## config.mk

```make
export PLATFORM = sky130hd
export DESIGN_NAME = patch_readout_streamer
export DESIGN_NICKNAME = d
export VERILOG_FILES = /design/src/rtl/patch_readout_streamer.sv
export SDC_FILE = /design/constraint.sdc
export NUM_CORES = 1
export LEC_CHECK = 0
export CORE_ASPECT_RATIO = 1.25
export CORE_MARGIN = 10
export CORE_UTILIZATION = 45
export DETAILED_ROUTE_END_ITERATION = 16
export DONT_BUFFER_PORTS = 1
export SKIP_LAST_GASP = 1
export SYNTH_ARGS = -nofsm -noshare
export SYNTH_HDL_FRONTEND = slang
export SYNTH_SLANG_ARGS = --single-unit
```

## constraint.sdc

```tcl
create_clock -name clock -period 30.5 [get_ports clock]
set_input_delay 4.575 -clock clock [delete_from_list [all_inputs] [get_ports clock]]
set_output_delay 4.575 -clock clock [all_outputs]
set_load 0.01 [all_outputs]
```

## src/rtl/patch_readout_streamer.sv

```systemverilog
// Snapshots the 4x4 patch grid into ping-pong banks on each iter_flag rising edge and streams
// the 16 samples row-major over valid/ready. Optional capture decimation: PATCH_READOUT_DECIMATE_EN.
module patch_readout_streamer #(
    parameter int unsigned DATA_W = 18,
    parameter int unsigned CNT_W  = 16,
    parameter int unsigned DECIM  = 4
) (
    input  logic                            clock,
    input  logic                            reset,
    input  logic [3:0][3:0][DATA_W-1:0]     u_2_mid,
    input  logic                            iter_flag,
    output logic                            out_valid,
    input  logic                            out_ready,
    output logic [DATA_W-1:0]               out_data,
    output logic [1:0]                      out_row,
    output logic [1:0]                      out_col,
    output logic                            out_first,
    output logic                            out_last,
    output logic [CNT_W-1:0]                out_iter,
    output logic                            overflow,
    output logic [CNT_W-1:0]                drop_count
);

    typedef enum logic [0:0] {StIdle, StStream} state_e;

    state_e                          state_q, state_d;
    logic                            flag_q;
    logic [CNT_W-1:0]                iter_cnt_q, iter_cnt_d;
    logic [1:0]                      full_q, full_d, full_rel;
    logic                            oldest_q, oldest_d;
    logic                            cur_q, cur_d;
    logic [3:0]                      idx_q, idx_d;
    logic [1:0][CNT_W-1:0]           tag_q;
    logic [1:0][3:0][3:0][DATA_W-1:0] mem_q;
    logic [CNT_W-1:0]                drop_q, drop_d;
    logic                            ovf_q, ovf_d;

    logic                            valid_q, valid_d, first_q, first_d, last_q, last_d;
    logic [DATA_W-1:0]               data_q, data_d;
    logic [1:0]                      row_q, row_d, col_q, col_d;
    logic [CNT_W-1:0]                oiter_q, oiter_d;

    logic cap, cap_wr, phase_ok, accept, rel, wr_en, wr_bank, drop, load, from_grid, rd_bank;
    logic [3:0] rd_idx;

    assign cap = iter_flag & ~flag_q;

`ifdef PATCH_READOUT_DECIMATE_EN
    localparam int unsigned PhW = (DECIM > 1) ? $clog2(DECIM) : 1;
    logic [PhW-1:0] phase_q;

    always_ff @(posedge clock) begin
        if (reset) begin
            phase_q <= '0;
        end else if (cap) begin
            phase_q <= (phase_q == PhW'(DECIM - 1)) ? '0 : phase_q + 1'b1;
        end
    end
    assign phase_ok = (phase_q == '0);
`else
    logic unused_decim;
    assign unused_decim = ^DECIM;
    assign phase_ok     = 1'b1;
`endif

    always_comb begin
        accept     = valid_q & out_ready;
        rel        = accept & (idx_q == 4'd15);
        full_rel   = full_q;
        if (rel) full_rel[cur_q] = 1'b0;
        iter_cnt_d = iter_cnt_q + CNT_W'(cap);
        cap_wr     = cap & phase_ok;
        // Release is applied before capture, so a frame can land in the bank just freed.
        wr_en      = cap_wr & ~(&full_rel);
        wr_bank    = full_rel[0];
        drop       = cap_wr & (&full_rel);
        full_d     = full_rel;
        if (wr_en) full_d[wr_bank] = 1'b1;
        oldest_d   = oldest_q;
        if (rel) oldest_d = ~cur_q;
        if (wr_en && !full_rel[~wr_bank]) oldest_d = wr_bank;
        ovf_d      = ovf_q | drop;
        drop_d     = (drop && !(&drop_q)) ? drop_q + 1'b1 : drop_q;

        state_d    = state_q;
        cur_d      = cur_q;
        idx_d      = idx_q;
        valid_d    = valid_q;
        data_d     = data_q;
        row_d      = row_q;
        col_d      = col_q;
        first_d    = first_q;
        last_d     = last_q;
        oiter_d    = oiter_q;
        rd_bank    = cur_q;
        rd_idx     = idx_q;
        load       = 1'b0;
        from_grid  = 1'b0;

        if (state_q == StIdle || rel) begin
            if (|full_rel) begin
                rd_bank = full_rel[oldest_q] ? oldest_q : ~oldest_q;
                rd_idx  = 4'd0;
                load    = 1'b1;
            end else if (wr_en) begin
                // Bank is written this same edge; bypass the grid for sample (0,0).
                rd_bank   = wr_bank;
                rd_idx    = 4'd0;
                load      = 1'b1;
                from_grid = 1'b1;
            end else if (rel) begin
                state_d = StIdle;
                valid_d = 1'b0;
            end
        end else if (accept) begin
            rd_idx = idx_q + 4'd1;
            load   = 1'b1;
        end

        if (load) begin
            state_d = StStream;
            valid_d = 1'b1;
            cur_d   = rd_bank;
            idx_d   = rd_idx;
            data_d  = from_grid ? u_2_mid[0][0] : mem_q[rd_bank][rd_idx[3:2]][rd_idx[1:0]];
            oiter_d = from_grid ? iter_cnt_d : tag_q[rd_bank];
            row_d   = rd_idx[3:2];
            col_d   = rd_idx[1:0];
            first_d = (rd_idx == 4'd0);
            last_d  = (rd_idx == 4'd15);
        end
    end

    always_ff @(posedge clock) begin
        if (reset) begin
            state_q    <= StIdle;
            flag_q     <= 1'b0;
            iter_cnt_q <= '0;
            full_q     <= '0;
            oldest_q   <= 1'b0;
            cur_q      <= 1'b0;
            idx_q      <= '0;
            drop_q     <= '0;
            ovf_q      <= 1'b0;
            valid_q    <= 1'b0;
            data_q     <= '0;
            row_q      <= '0;
            col_q      <= '0;
            first_q    <= 1'b0;
            last_q     <= 1'b0;
            oiter_q    <= '0;
        end else begin
            state_q    <= state_d;
            flag_q     <= iter_flag;
            iter_cnt_q <= iter_cnt_d;
            full_q     <= full_d;
            oldest_q   <= oldest_d;
            cur_q      <= cur_d;
            idx_q      <= idx_d;
            drop_q     <= drop_d;
            ovf_q      <= ovf_d;
            valid_q    <= valid_d;
            data_q     <= data_d;
            row_q      <= row_d;
            col_q      <= col_d;
            first_q    <= first_d;
            last_q     <= last_d;
            oiter_q    <= oiter_d;
        end
    end

    always_ff @(posedge clock) begin
        if (wr_en) begin
            mem_q[wr_bank] <= u_2_mid;
            tag_q[wr_bank] <= iter_cnt_d;
        end
    end

    assign out_valid  = valid_q;
    assign out_data   = data_q;
    assign out_row    = row_q;
    assign out_col    = col_q;
    assign out_first  = first_q;
    assign out_last   = last_q;
    assign out_iter   = oiter_q;
    assign overflow   = ovf_q;
    assign drop_count = drop_q;

endmodule

```

### Word-level counts from Yosys, hierarchy flattened

Cells that the tools add are included.

* output and inout port bits: 58
* register bits: 691
* logic and storage cells: 142
* input port bits: 292

* equality and inequality tests: 4
* reduce and logical (&&, ||, !) cells: 15
* muxes and demuxes: 47
* add/subtract/negate cells: 3
* bitwise operators: 15
* magnitude comparators: 9

Operators by type and width (number)
* two-way mux 288 bit: 3
* bitwise mux 576 bit: 1
* demux 288 bit (select 1 bit): 1
* binary-select mux 72 bit (select 2 bit): 1
* two-way mux 72 bit: 1
* two-way mux 16 bit: 4
* binary-select mux 18 bit (select 2 bit): 1
* two-way mux 18 bit: 2
* bitwise mux 32 bit: 1
* two-way mux 1 bit: 23
* adder 16 x 1 -> 16 bit: 1
* adder 16 x 1 -> 16 bit, second input constant: 1
* demux 16 bit (select 1 bit): 1
* two-way mux 4 bit: 4
* AND reduction 16 bit: 1
* < comparator 1 x 2 -> 1 bit, second input constant: 5
* == test 4 bit, second input constant: 2
* < comparator 2 x 3 -> 1 bit, second input constant: 2
* NOT 1 bit: 6
* nonzero test 2 bit: 3
* AND 1 bit: 5
* adder 4 x 1 -> 4 bit, second input constant: 1
* logical AND 1 bit: 4
* logical NOT 4 bit: 1
* 14 further kinds: 18

### Depth between registers and ports, before layout

* depth in word-level cells: 20
* mapped depth: 14
* depth with buffers taken out: 11

### Worst setup path before layout

No wires, ideal clock.

* path kind: input to register
* from: input out_ready
* to: register oldest_q
* arrival time: 21.255 ns
* stages on the path: 6
* path slack: 8.494 ns
* path through: and4_1 > buf_6 > nand2_4 > or2_2 > a21oi_1 > a221oi_1

* word-level cells in the longest chain between the ends: 8
* elaborated cells on any way between the ends: 12

Ends and longest elaborated chain
* start: declaration: RTL line 13 `input logic out_ready,`
* AND 1 bit (*): RTL line 67 `accept = valid_q & out_ready;`
* AND 1 bit (*): RTL line 68 `rel = accept & (idx_q == 4'd15);`
* two-way mux 2 bit: RTL line 70 `if (rel) full_rel[cur_q] = 1'b0;`
* two-way mux 1 bit (not written as such) / AND reduction 2 bit (equally long branches): RTL line 81, 74
* two-way mux 1 bit (not written as such) / NOT 1 bit (equally long branches): RTL line 81, 74
* logical NOT 1 bit / AND 1 bit (equally long branches): RTL line 81, 74
* logical AND 1 bit: RTL line 81 `if (wr_en && !full_rel[~wr_bank]) oldest_d = wr_bank;`
* two-way mux 1 bit / nonzero test 2 bit (equally long branches)
* end signal: assignment: RTL line 157 `oldest_q <= oldest_d;`
* end: declaration: RTL line 30 `logic oldest_q, oldest_d;`

Mark *: on every way between the ends. The rest lies on a longest branch, timed or not. The select of a mux whose other input is x is not followed.
A chain may end at the register's enable or synchronous reset.

### Final worst setup path

* from: input out_ready
* to: register data_q[6] (netlist: out_data[6])

* word-level cells in the longest chain between the ends: 16
* elaborated cells on any way between the ends: 31

Ends and longest elaborated chain
* AND 1 bit (*): RTL line 67
* AND 1 bit: RTL line 68
* two-way mux 2 bit: RTL line 70
* AND reduction 2 bit: RTL line 74 `wr_en = cap_wr & ~(&full_rel);`
* NOT 1 bit: RTL line 74
* AND 1 bit: RTL line 74
* two-way mux 1 bit: RTL line 105 `end else if (wr_en) begin`
* two-way mux 1 bit: RTL line 101 `if (|full_rel) begin`
* two-way mux 1 bit: RTL line 100 `if (state_q == StIdle || rel) begin`
* two-way mux 288 bit (not written as such) (2 in series): RTL line 125 `data_d = from_grid ? u_2_mid[0][0] : mem_q[rd_bank][rd_idx[3:2]][rd_idx[1:0]];`
* binary-select mux 72 bit (select 2 bit): RTL line 125
* two-way mux 72 bit (not written as such): RTL line 125
* binary-select mux 18 bit (select 2 bit): RTL line 125
* two-way mux 18 bit (not written as such): RTL line 125
* two-way mux 18 bit: RTL line 125
* end signal: assignment: RTL line 163 `data_q <= data_d;`
* end: declaration: RTL line 39 `logic [DATA_W-1:0] data_q, data_d;`

Marked as above.

==> impl_summary.log <==
INFO  metric cts_setup_buffers = 0
INFO  metric viasPerCell = 5.81
INFO  metric worstSkewPairLatency = 0.61 ns
INFO  metric area.sequential = 19800 um2
INFO  metric synth.ff_latch_count = 687
INFO  metric worst_clock_skew = 0.0230 ns
INFO  metric min-delay-path-class = reg -> reg
INFO  metric remaining_drc_errors = 0
INFO  metric drt_first_iter_violations = 1311
INFO  metric gpl.final_weighted_congestion = 0.844
INFO  metric timing.critical_path.cells = and4_1 -> o32a_2 -> buf_4 -> and2_4 -> buf_4 -> buf_4 -> nand2_1 -> a311oi_1 -> a31oi_1 -> o22ai_1 -> o21a_1
INFO  metric cts-hold-fix-buffers = 0
INFO  metric layout-drive-gt1-share = 0.0791
INFO  metric syn-cell-area = 27400 um2
INFO  metric globalRouteOverflowTotal = 0
INFO  metric worstHoldStart = oldest_q
INFO  metric synthFlopType = edfxtp_1
INFO  metric cts_sinks = 687
INFO  metric max_slew_margin = 0.226
INFO  metric final.setup.tns = 0 ns
INFO  metric synth_compound_area_frac = 0.0763
INFO  metric synth.net_count = 2354
INFO  metric period_needed = 8.70 ns
INFO  metric r2r_start = idx_q[0]
INFO  metric power.ir.vdd_worst = 59.1 uV
INFO  metric dominant_combinational_cell_family_by_area_after_synthesis = simple AND/OR/NAND/NOR gates
INFO  metric async_s_r_ff_share_synth = 0
INFO  metric rsz0062_at_grt = false
INFO  metric clk_root_buffer_cell = clkbuf_16
INFO  metric worst_path_most_repeated_cell = buf_4
INFO  metric synth.avg_cell_area = 13.3 um2
INFO  metric grt_first_pass_wirelength = 111000 um
INFO  metric status = finished, final reports clean
INFO  metric synth_seq_area_share = 0.724
INFO  metric maximum_buffer_depth_of_the_clock_tree = 3
INFO  metric power.switching_fraction = 0.225
INFO  metric grtUsageTotal = 0.213
INFO  metric ys_warnings = 0
INFO  metric drv_cap = 0
INFO  metric first_global_vias = 16400
INFO  metric element_type_at_the_critical_path_start = input port
INFO  metric worstHoldPathCells = 2
INFO  metric chipHeight = 296 um
INFO  metric fmaxAchievable = 115 MHz
INFO  metric floorplan.die_area = 71200 um2
INFO  metric initial_core_util = 0.453
INFO  metric htreeDepth = 3
INFO  metric core_area = 60500 um2
INFO  metric vias = 16600
INFO  metric synth_edf_count = 608
INFO  metric pwr_density_cell = 68.0 nW/um2
INFO  metric comb_power_share = 0.064
INFO  metric detail-route-antenna-nets = 0
INFO  metric total_wirelength_of_the_detailed_routed_design = 77000 um
INFO  metric slowest_cell_delay_on_critical_path = 0.90 ns
INFO  metric netlist_instances = 2058
INFO  metric fin_crit_sh = 0.285
INFO  metric layout.cell_area.non_filler = 30300 um2
INFO  metric clk_transition_reported_paths = 0.06 ns
INFO  metric synth_adder_area_share = 0.00183
INFO  metric setup-violations-final = 0
INFO  metric r2r_end = out_data[6]
INFO  metric yosys.area_share.xor_xnor = 0.00799
INFO  metric synth.lib_cells_used.distinct = 59
INFO  metric report.final.slew_viol_count = 0
INFO  metric cp.arrival = 9.26 ns
INFO  metric end_kind = flip-flop
INFO  metric buf_inv_on_cp = 3
INFO  metric tightest_slew = 1.16 ns
INFO  metric multi_input_area = 6940 um2
INFO  metric cts-buffers-inserted = 71
INFO  metric ff2ff_setup_slack = 24.86 ns
INFO  metric critPathRequiredTime = 31.06 ns
INFO  metric buffer_ports.inserted = 0
INFO  metric synth_top_cells_by_area = edfxtp_1, nand2_1, dfxtp_1
INFO  metric firstDrtPassIters = 7
INFO  metric power.switching = 0.464 mW
INFO  metric critical_path.slowest_cell = and2_4
INFO  metric yosys.area.top_type = edfxtp_1
INFO  metric chip_width = 241 um
INFO  metric antenna_found_initial = 12
INFO  metric worst_hold_path_ep = oldest_q
INFO  metric setup.worst_path.class = in -> reg
INFO  metric number_of_instances_resized_during_post_cts_repair = 0
INFO  metric fillers = 5131
INFO  metric num_io_pins = 350
INFO  metric wl_per_cell = 26.9 um
INFO  metric power.share.sequential = 0.532
INFO  metric internal_power_summed_over_all_cells = 1.59 mW
INFO  metric worstPathMaxFanout = 68
INFO  metric post-synth-top-area-fraction = 0.666
INFO  metric synth_simple_gate_area_share = 0.136
INFO  metric grt_start_max_net_pins = 165
INFO  metric synth_mux_area_frac = 0.0279
INFO  metric placement.cell_area = 28000 um2
INFO  metric clock_tree_from_tritoncts = built
INFO  metric clockPowerShare = 0.404
INFO  metric r2r.worst_path.cells = 12
INFO  metric critical_path.top_delay_family = buffers and inverters
INFO  metric placement_rows = 101
INFO  metric final_nets = 2313
INFO  metric area_growth_syn_to_layout = 10.4%
INFO  metric final-hold-violation-count = 0
INFO  metric hpwl = 50000 um
INFO  metric critPathLaunch = out_ready
INFO  metric p_leak = 10.4 nW
==> state kept, by name, indices dropped and copies added (netlist names) <==
signal,cells
out_data,18
drop_count,16
flag_q,1
idx_q,4
out_last,1
mem_q,576
overflow,1
tag_q,32
out_first,1
oldest_q,1
iter_cnt_q,16
out_valid,1
out_iter,16
cur_q,1
full_q,2
==> per-stage QoR <==
stage	utilization	worst slack [ns]	hold WS [ns]	total power, mW	instances
finish	0.500	21.80	0.474	2.06	2861
CTS	0.499	21.81	0.469	2.08	2846
global route	0.499	21.51	0.494	2.13	2852
floorplan	-	8.49	0.449	1.23	2058
global placement	0.462	21.24	0.455	1.25	2716
detailed placement	0.462	21.18	0.460	1.25	2716
==> worst reg2reg max path, delay by kind of cell (launching register included) <==
family,cells,cell delay [ns]
DFF,1,0.57
adders and majority gates,1,0.31
AOI/OAI and AO/OA,5,1.12
buffers and inverters,3,2.01
and+or+nand+nor,3,1.60
==> cell usage after synthesis, drive strengths merged, types with 12 or more instances <==
master	count
edfxtp	608
nand2	445
nand3	218
buf	81
dfxtp	79
nor2	72
clkbuf	57
mux2i	55
and3	49
a211oi	48
a31oi	48
o22ai	38
a311oi	37
a21oi	27
a32oi	19
mux2	19
nor2b	16
o21a	15
a2111oi	14
xnor2	13
xor2	12
==> worst max-delay path by stage <==
stage,cells past startpoint,to
CTS,11,out_data[6]
global placement,11,out_data[6]
finish,11,out_data[6]
floorplan,6,oldest_q
global route,11,out_data[6]
detailed placement,11,out_data[6]
==> area by class of cell <==
class / count / share of cell area
Timing Repair Buffer: 24 / 0.00720
Clock inverter: 37 / 0.00889
Multi-Input combinational cell: 1223 / 0.229
Tap cell: 772 / 0.0319
Antenna cell: 15 / 0.00124
Clock buffer: 93 / 0.0646
Sequential cell: 687 / 0.656
Inverter: 10 / 0.00124
==> cells in the final DEF, fill, tap and decap left out, types with 10 or more instances in the layout <==
cell and instances:
a211oi_1 47, diode_2 15, nand2_1 443, clkinv_2 12
o22ai_1 38, mux2i_1 55, nor2b_1 16, a32oi_1 18
dfxtp_1 79, buf_4 21, nor2_1 71, xor2_1 12
a31oi_1 48, inv_1 10, xnor2_1 13, nand3_1 217
mux2_2 19, clkbuf_1 16, clkinv_1 14, a311oi_1 37
clkbuf_16 74, a2111oi_0 14, and3_1 49, o21a_1 15
a21oi_1 25, edfxtp_1 608
==> power by group through the flow <==
stage	clock [mW]	combinational [mW]	sequential, mW
floorplan	0	0.0966	1.13
global placement	0	0.132	1.11
detailed placement	0	0.133	1.11
CTS	0.851	0.134	1.10
global route	0.886	0.145	1.10
finish	0.832	0.131	1.09
==> layer usage <==
layer	global-route usage	up-vias	wire [um]
met1	0.224	8256	26600
met3	0.0927	133	8370
li1	-	7664	-
met5	0	-	72
met2	0.356	565	38100
met4	0.112	10	3900
==> logic make-up (layout without fill, tap and decap cells) <==
| group | count (synthesis) | in the layout |
|---|---|---|
| compound gates | 282 | 282 |
| xor+xnor | 25 | 25 |
| fa+ha+maj | 4 | 4 |
| buf+inv | 148 | 164 |
| flops | 687 | 687 |
| mux | 74 | 74 |
| other cells | 0 | 15 |
| simple gates | 838 | 838 |
No activity file was read; power rests on OpenSTA's default activity.
